===== config.mk =====
export PLATFORM = sky130hd
export DESIGN_NAME = intr_ctrl
export DESIGN_NICKNAME = d
export VERILOG_FILES = /design/src/rtl/otter_pkg.sv /design/src/rtl/sync2.sv /design/src/rtl/intr_ctrl.sv
export SDC_FILE = /design/constraint.sdc
export NUM_CORES = 1
export LEC_CHECK = 0
export ABC_AREA = 1
export BUFFER_PORTS_ARGS = -buffer_cell sky130_fd_sc_hd__buf_2
export CAP_MARGIN = 15
export CORE_UTILIZATION = 50
export DETAILED_ROUTE_END_ITERATION = 8
export PLACE_DENSITY = 0.91
export SLEW_MARGIN = 20
export SYNTH_ARGS = -nofsm -noshare
export SYNTH_HDL_FRONTEND = slang
export SYNTH_SLANG_ARGS = --single-unit

===== constraint.sdc =====
create_clock -name CLK -period 3.2 [get_ports CLK]
set_clock_uncertainty 0.05 [all_clocks]
set_input_delay 0.32 -clock CLK [delete_from_list [all_inputs] [get_ports CLK]]
set_output_delay 0.32 -clock CLK [all_outputs]
set_load 0.02 [all_outputs]

===== src/rtl/otter_pkg.sv =====
// Shared OTTER core definitions.
// Interrupt sequencer state, trap vector alignment and CSR addresses.
package otter_pkg;

    typedef enum logic [1:0] {
        IDLE = 2'd0,
        TAKE = 2'd1,
        HOLD = 2'd2
    } intr_state_t;

    localparam logic [31:0] MTVEC_ALIGN_MASK = 32'hFFFF_FFFC;

    localparam logic [11:0] CSR_MSTATUS_ADDR = 12'h300;
    localparam logic [11:0] CSR_MIE_ADDR     = 12'h304;
    localparam logic [11:0] CSR_MTVEC_ADDR   = 12'h305;
    localparam logic [11:0] CSR_MEPC_ADDR    = 12'h341;
    localparam logic [11:0] CSR_MCAUSE_ADDR  = 12'h342;

    function automatic logic [31:0] align_mtvec(input logic [31:0] vec);
        return vec & MTVEC_ALIGN_MASK;
    endfunction

endpackage


===== src/rtl/sync2.sv =====
// Two-flop synchroniser for an asynchronous single-bit input.
// Reusable for any async line entering the CLK domain.
module sync2 (
    input  logic CLK,
    input  logic RST_N,
    input  logic async_in,
    output logic sync_out
);

    logic s1;

    // Two back-to-back flops to settle metastability
    always_ff @(posedge CLK or negedge RST_N) begin
        if (!RST_N) begin
            s1       <= 1'b0;
            sync_out <= 1'b0;
        end else begin
            s1       <= async_in;
            sync_out <= s1;
        end
    end

endmodule


===== src/rtl/intr_ctrl.sv =====
// Interrupt sequencer upstream of the CSR block.
// Latches INTR, enters the trap at a clean boundary and redirects on mret.
module intr_ctrl
    import otter_pkg::*;
#(
    parameter bit EDGE_TRIG   = 1'b1,
    parameter int HOLD_CYCLES = 3
) (
    input  logic        CLK,
    input  logic        RST_N,
    input  logic        INTR,
    input  logic        CSR_MSTATUS_MIE,
    input  logic [31:0] CSR_MTVEC,
    input  logic [31:0] CSR_MEPC,
    input  logic        MRET_EXEC,
    input  logic        RESUME_VALID,
    input  logic [31:0] RESUME_PC,
    input  logic        STALL,
    output logic        INT_TAKEN,
    output logic [31:0] INT_PC,
    output logic        MRET_OUT,
    output logic        FLUSH,
    output logic        REDIRECT,
    output logic [31:0] REDIRECT_PC,
    output logic        INT_PENDING
);

    localparam logic [3:0] HOLD_LOAD = 4'(HOLD_CYCLES - 1);

    intr_state_t state;
    intr_state_t state_nxt;
    logic [3:0]  cnt;
    logic [3:0]  cnt_nxt;
    logic        s2;
    logic        d;
    logic        take_go;
    logic        mret_go;

    sync2 u_sync (
        .CLK      (CLK),
        .RST_N    (RST_N),
        .async_in (INTR),
        .sync_out (s2)
    );

    // Edge-detect delay flop and pending latch; a new edge beats the take clear
    always_ff @(posedge CLK or negedge RST_N) begin
        if (!RST_N) begin
            d           <= 1'b0;
            INT_PENDING <= 1'b0;
        end else begin
            d <= s2;
            if (EDGE_TRIG)
                INT_PENDING <= (s2 & ~d) | (INT_PENDING & ~take_go);
            else
                INT_PENDING <= s2;
        end
    end

    // State and hold counter registers
    always_ff @(posedge CLK or negedge RST_N) begin
        if (!RST_N) begin
            state <= IDLE;
            cnt   <= 4'd0;
        end else begin
            state <= state_nxt;
            cnt   <= cnt_nxt;
        end
    end

    // Next state; mret in IDLE outranks an eligible interrupt
    always_comb begin
        state_nxt = state;
        cnt_nxt   = cnt;
        take_go   = 1'b0;
        mret_go   = 1'b0;
        unique case (state)
            IDLE: begin
                mret_go = MRET_EXEC;
                take_go = INT_PENDING & CSR_MSTATUS_MIE & RESUME_VALID
                          & ~STALL & ~MRET_EXEC;
                if (take_go)
                    state_nxt = TAKE;
            end
            TAKE: begin
                state_nxt = HOLD;
                cnt_nxt   = HOLD_LOAD;
            end
            HOLD: begin
                if (cnt == 4'd0)
                    state_nxt = IDLE;
                else
                    cnt_nxt = cnt - 4'd1;
            end
            default: begin
                state_nxt = IDLE;
                cnt_nxt   = 4'd0;
            end
        endcase
    end

    // Registered CSR and fetch outputs; INT_PC holds the saved epc until next take
    always_ff @(posedge CLK or negedge RST_N) begin
        if (!RST_N) begin
            INT_TAKEN   <= 1'b0;
            INT_PC      <= 32'd0;
            MRET_OUT    <= 1'b0;
            FLUSH       <= 1'b0;
            REDIRECT    <= 1'b0;
            REDIRECT_PC <= 32'd0;
        end else begin
            INT_TAKEN <= take_go;
            MRET_OUT  <= mret_go;
            FLUSH     <= take_go | mret_go;
            REDIRECT  <= take_go | mret_go;
            if (take_go) begin
                INT_PC      <= RESUME_PC;
                REDIRECT_PC <= align_mtvec(CSR_MTVEC);
            end else if (mret_go) begin
                REDIRECT_PC <= CSR_MEPC;
            end
        end
    end

endmodule


-- Word-level counts from Yosys, hierarchy flattened
Index checks and enable logic that the tools add are counted.
- register bits: 77
- input port bits: 103
- output and inout port bits: 69
- word-level logic and storage cells: 44
- $add $sub $neg: 1
- equality and inequality tests: 5
- muxes and demuxes: 9
- bitwise gates (word level): 13
- reductions and logical operators: 5
- operators by type and width (cell ; count):
    $mux W32 ; 2
    $pmux W4 S3 ; 1
    $and A1 B1 Y1 ; 6
    $ne A2 B2 Y1 const B ; 3
    $pmux W2 S3 ; 1
    $not A1 Y1 ; 5
    $logic_not A4 Y1 ; 1
    $mux W2 ; 2
    $mux W4 ; 1
    $reduce_and A2 Y1 ; 2
    $sub A4 B1 Y4 const B ; 1
    $eq A2 B1 Y1 const B ; 1
    $eq A2 B2 Y1 const B ; 1
    $logic_not A2 Y1 ; 1
    $mux W1 ; 2
    $or A1 B1 Y1 ; 2
    $reduce_bool A2 Y1 ; 1

-- Logic depth before layout (Yosys ltp)
- word-level depth: 8
- depth in mapped cells: 10
- mapped depth without buffers: 8

-- Modules after synthesis
Synthesis repeated with hierarchy kept, for this count alone.
- cell total of the unflattened synthesis: 479
- area, all modules: 3678.5 µm²
- modules (own cells, without submodules) (module ; instances ; cells each ; area each (µm²) ; seq. area each (µm²)):
    intr_ctrl ; 1 ; 477 ; 3628.5 ; 1876.8
    sync2 ; 1 ; 2 ; 50.0 ; 50.0

-- Least setup slack after synthesis
No wires, ideal clock.
- kind: flip-flop to flip-flop
- from: register state[0]
- to: register REDIRECT_PC[17]
- setup time: 0.117 ns
- arrival time: 1.350 ns
- slack: 1.683 ns
- stages on the path, launching flop included: 9
- path buffers: 2
- clock period less this slack: 1.517 ns
- cells stage by stage: dfrtp_1 -> inv_1 -> ha_1 -> buf_2 -> nand3_2 -> clkbuf_1 -> nand2_1 -> nand2_1 -> nand2_1
- cells in the longest elaborated chain, start to end: 3
- elaborated cells on any way between the ends: 5
- those cells by class: mux (3); reduce/logical (2)
- RTL lines (element ; RTL line ; RTL):
    start, declared ; intr_ctrl.sv:30 ; intr_state_t state;
    start signal, assigned ; intr_ctrl.sv:66 ; state <= state_nxt;
    $logic_not A2 Y1 (*) ; intr_ctrl.sv:77 ; unique case (state)
    $mux W1 ; intr_ctrl.sv:77 ;
    $mux W32 or $reduce_bool A2 Y1 (tied branches) ; - ;
    end signal, assigned ; intr_ctrl.sv:118 ; REDIRECT_PC <= align_mtvec(CSR_MTVEC);
    end, declared ; intr_ctrl.sv:24 ; output logic [31:0] REDIRECT_PC,
Every way passes the cells marked *; elsewhere a longest branch is shown, timed or not.
A chain may end at the register's enable or synchronous reset.

-- Final worst setup path
- from: register state[0]
- to: register REDIRECT_PC[20]
The elaborated chain is that of the path after synthesis.

==> results.json <==
{
  "synth_top_area_cell": "dfrtp_1",
  "maxSlewHeadroom_pct": 37.8,
  "tns_ns": 0,
  "netlist.area_leader.share_pct": 52.1,
  "worstPathRequired_ns": 3.42,
  "dr_total_vias": 3744,
  "crit_slowest_cell": "inv_2",
  "clock.fmax_mhz": 455,
  "area_growth_pct": 28.9,
  "via_per_inst": 5.09,
  "outcome": "finished, final reports clean",
  "period_minus_slack_ns": 2.20,
  "port_buffers": 169,
  "floorplan.rows": 30,
  "post_cts_buffers": 0,
  "critPathLaunch": "state[0]$_DFFE_PN0P_",
  "synth.area.top_cells": "dfrtp_1 52%, nand2_1 25%, nand4_1 5.4%",
  "synth_edf_count": 0,
  "synthesis.area_sq_um": 3700,
  "wl_per_cell_um": 12.8,
  "yosysUniqueCellTypes": 19,
  "crit_chain": "inv_1, ha_1, buf_4, nand2_2, inv_2, nand2_1, nand2_1, nand2_1, nand2_1",
  "clock-root-buffer": "clkbuf_8",
  "hold_path_depth": 1,
  "totalWireLength_mm": 9.38,
  "final_layout_size_suffix_gt1_share_pct": 30.7,
  "period_share_pct": 68.7,
  "max_stage_delay_ns": 0.44,
  "r2r-start": "state[0]$_DFFE_PN0P_",
  "p_per_area_nw_per_um2": 905,
  "ys_seq_area_share_pct": 52.1,
  "grt_pass1_wl_mm": 14.7,
  "dp_hpwl_mm": 6.59,
  "grtUsageMet2_pct": 44.8,
  "grtUsageMet1_pct": 28.9,
  "clock_path_buffers": 2,
  "drtIter0Drc": 167,
  "antenna_found_initial": 0,
  "cpMostUsedCell": "nand2_1",
  "critPathLaunchType": "flop",
  "clock_latency_ns": 0.34,
  "gr-total-overflow": 0,
  "dr.pass1.iters": 5,
  "track_usage_pct": 25.0,
  "cts_tree": "yes",
  "min_delay_worst_endpoint": "u_sync.s1$_DFF_PN0_",
  "ant_nets": 0,
  "worstMarginPinSlew_ns": 0.933,
  "rsz0062_at_grt": "no",
  "synthArstFlopShare_pct": 100,
  "grt_max_degree": 78,
  "h-tree-depth": 3,
  "worstPathArrival_ns": 2.42,
  "cts.sinks": 77,
  "gr-max-usage-layer": "met2",
  "place.gp.congestion": 0.772,
  "cts_made_buffers": 9,
  "r2r_end": "REDIRECT_PC[20]$_DFFE_PN0P_",
  "maxCapViolCount": 0,
  "ys_dominant_reg_cell": "dfrtp_1",
  "p_leak_uw": 0.00294,
  "die_w_um": 88.0,
  "use_met3_pct": 6.41,
  "critPathMaxFanout": 34,
  "insertedDiodeCount": 0,
  "initial_utilization_pct": 53.0,
  "worstHoldStart": "INTR",
  "ios": 172,
  "irDropWorstVdd_mv": 0.464,
  "hold_path.class": "in -> reg",
  "synth-seq-cells": 77,
  "worst-r2r-setup-slack_ns": 1.00,
  "worst_r2r_path_depth": 9,
  "syn_area_per_cell_sq_um": 7.72,
  "cts_hold_buf": 0,
  "finalHoldViolations": 0,
  "die_area_sq_um": 7740,
  "first_global_vias": 3393,
  "layout.nets": 745,
  "syn_nets": 589,
  "cts_resized": 0,
  "design.core.area_sq_um": 6980,
  "fin_hold_ws_ns": 0.0390,
  "maxSlewViolCount": 0,
  "end_kind": "flop",
  "die_h_um": 88.0,
  "clk_pin_slew_ns": 0.08,
  "synthCells": 479,
  "drc_errors": 0,
  "yosys_warnings": 0,
  "worstSetupPathType": "reg -> reg",
  "setup_viol": 0
}
-- metrics by stage --
| step | utilization, % | total power [uW] | cells | setup slack, ns | area, sq um |
|---|---|---|---|---|---|
| after detailed placement | 65.2 | 3540 | 720 | 1.02 | 4550 |
| after global routing | 68.3 | 4630 | 735 | 0.822 | 4770 |
| final | 68.3 | 4310 | 735 | 1.00 | 4770 |
| after floorplan | - | 2850 | 479 | 1.68 | 3700 |
| after global placement | 65.2 | 3450 | 720 | 1.13 | 4550 |
| after CTS | 68.3 | 4330 | 735 | 1.00 | 4770 |
-- critical path, delay by kind of cell (launching register included) --
family | cells | cell delay, ns
adders and majority gates | 1 | 0.24
buffers and inverters | 3 | 0.93
DFF | 1 | 0.41
and+or+nand+nor | 5 | 0.48
-- synth_stat cells (3+ instances only) --
cell type,n
nand2_1,245
dfrtp_1,77
inv_1,39
nand3_1,36
nand4_1,32
buf_2,10
clkbuf_1,10
ha_1,7
buf_6,5
buf_1,4
inv_2,3
-- power by group --
part | internal [uW] | total (uW) | switching, uW
combinational | 629 | 1900 | 1280
clock | 455 | 791 | 336
sequential | 1390 | 1620 | 232
total | 2470 | 4310 | 1840
-- per-layer routing --
metal	wire length, um	share of wire (%)	vias up
li1	-	-	1794
met1	3750	40	1738
met2	4690	50	202
met3	834	8.9	10
met4	112	1.2	0
met5	0	0	-
-- placed cells by master, fill, tap and decap left out --
master	instances
buf_2	168
buf_4	7
bufinv_16	2
clkbuf_1	1
clkbuf_8	10
clkinv_2	1
clkinvlp_4	1
dfrtp_1	77
ha_1	7
inv_1	39
inv_2	3
nand2_1	245
nand2_2	1
nand3_1	36
nand3_4	1
nand4_1	32
nor2_1	2
nor2_2	2
o21ai_0	2
o21ai_1	1
xor2_1	1
-- sequential cells by signal, summed over array words and instances (netlist names) --
| register | flops |
|---|---|
| INT_PC | 32 |
| REDIRECT_PC | 32 |
| cnt | 4 |
| state | 2 |
| INT_PENDING | 1 |
| INT_TAKEN | 1 |
| MRET_OUT | 1 |
| REDIRECT | 1 |
| d | 1 |
| u_sync.s1 | 1 |
| u_sync.sync_out | 1 |
-- how the worst max path moves through the flow --
| stage | endpoint | cells after the start |
|---|---|---|
| 2_1_floorplan | REDIRECT_PC[17]$_DFFE_PN0P_ | 8 |
| 3_3_place_gp | REDIRECT_PC[16]$_DFFE_PN0P_ | 8 |
| 3_5_place_dp | REDIRECT_PC[20]$_DFFE_PN0P_ | 9 |
| 4_1_cts | REDIRECT_PC[15]$_DFFE_PN0P_ | 8 |
| 5_1_grt | REDIRECT_PC[20]$_DFFE_PN0P_ | 9 |
| 6_report | REDIRECT_PC[20]$_DFFE_PN0P_ | 9 |
-- layout make-up --
type / count / area (sq um)
multi-input combinational: 330 / 1460
inverter: 42 / 158
timing repair buffer: 175 / 893
clock inverter: 4 / 72.6
clock buffer: 11 / 141
sequential: 77 / 1930
fill: 561 / 2210
tap: 96 / 120
-- cells by family after synthesis --
kind of cell               after synthesis  synth area share (%)
DFF                                     77                  52.1
AOI/OAI and AO/OA                        3                 0.406
adders and majority gates                7                  2.37
xor gates and xnor gates                 1                 0.237
buffers and inverters                   72                  8.76
and+or+nand+nor                        319                  36.1
No activity file was read; power rests on OpenSTA's default activity.
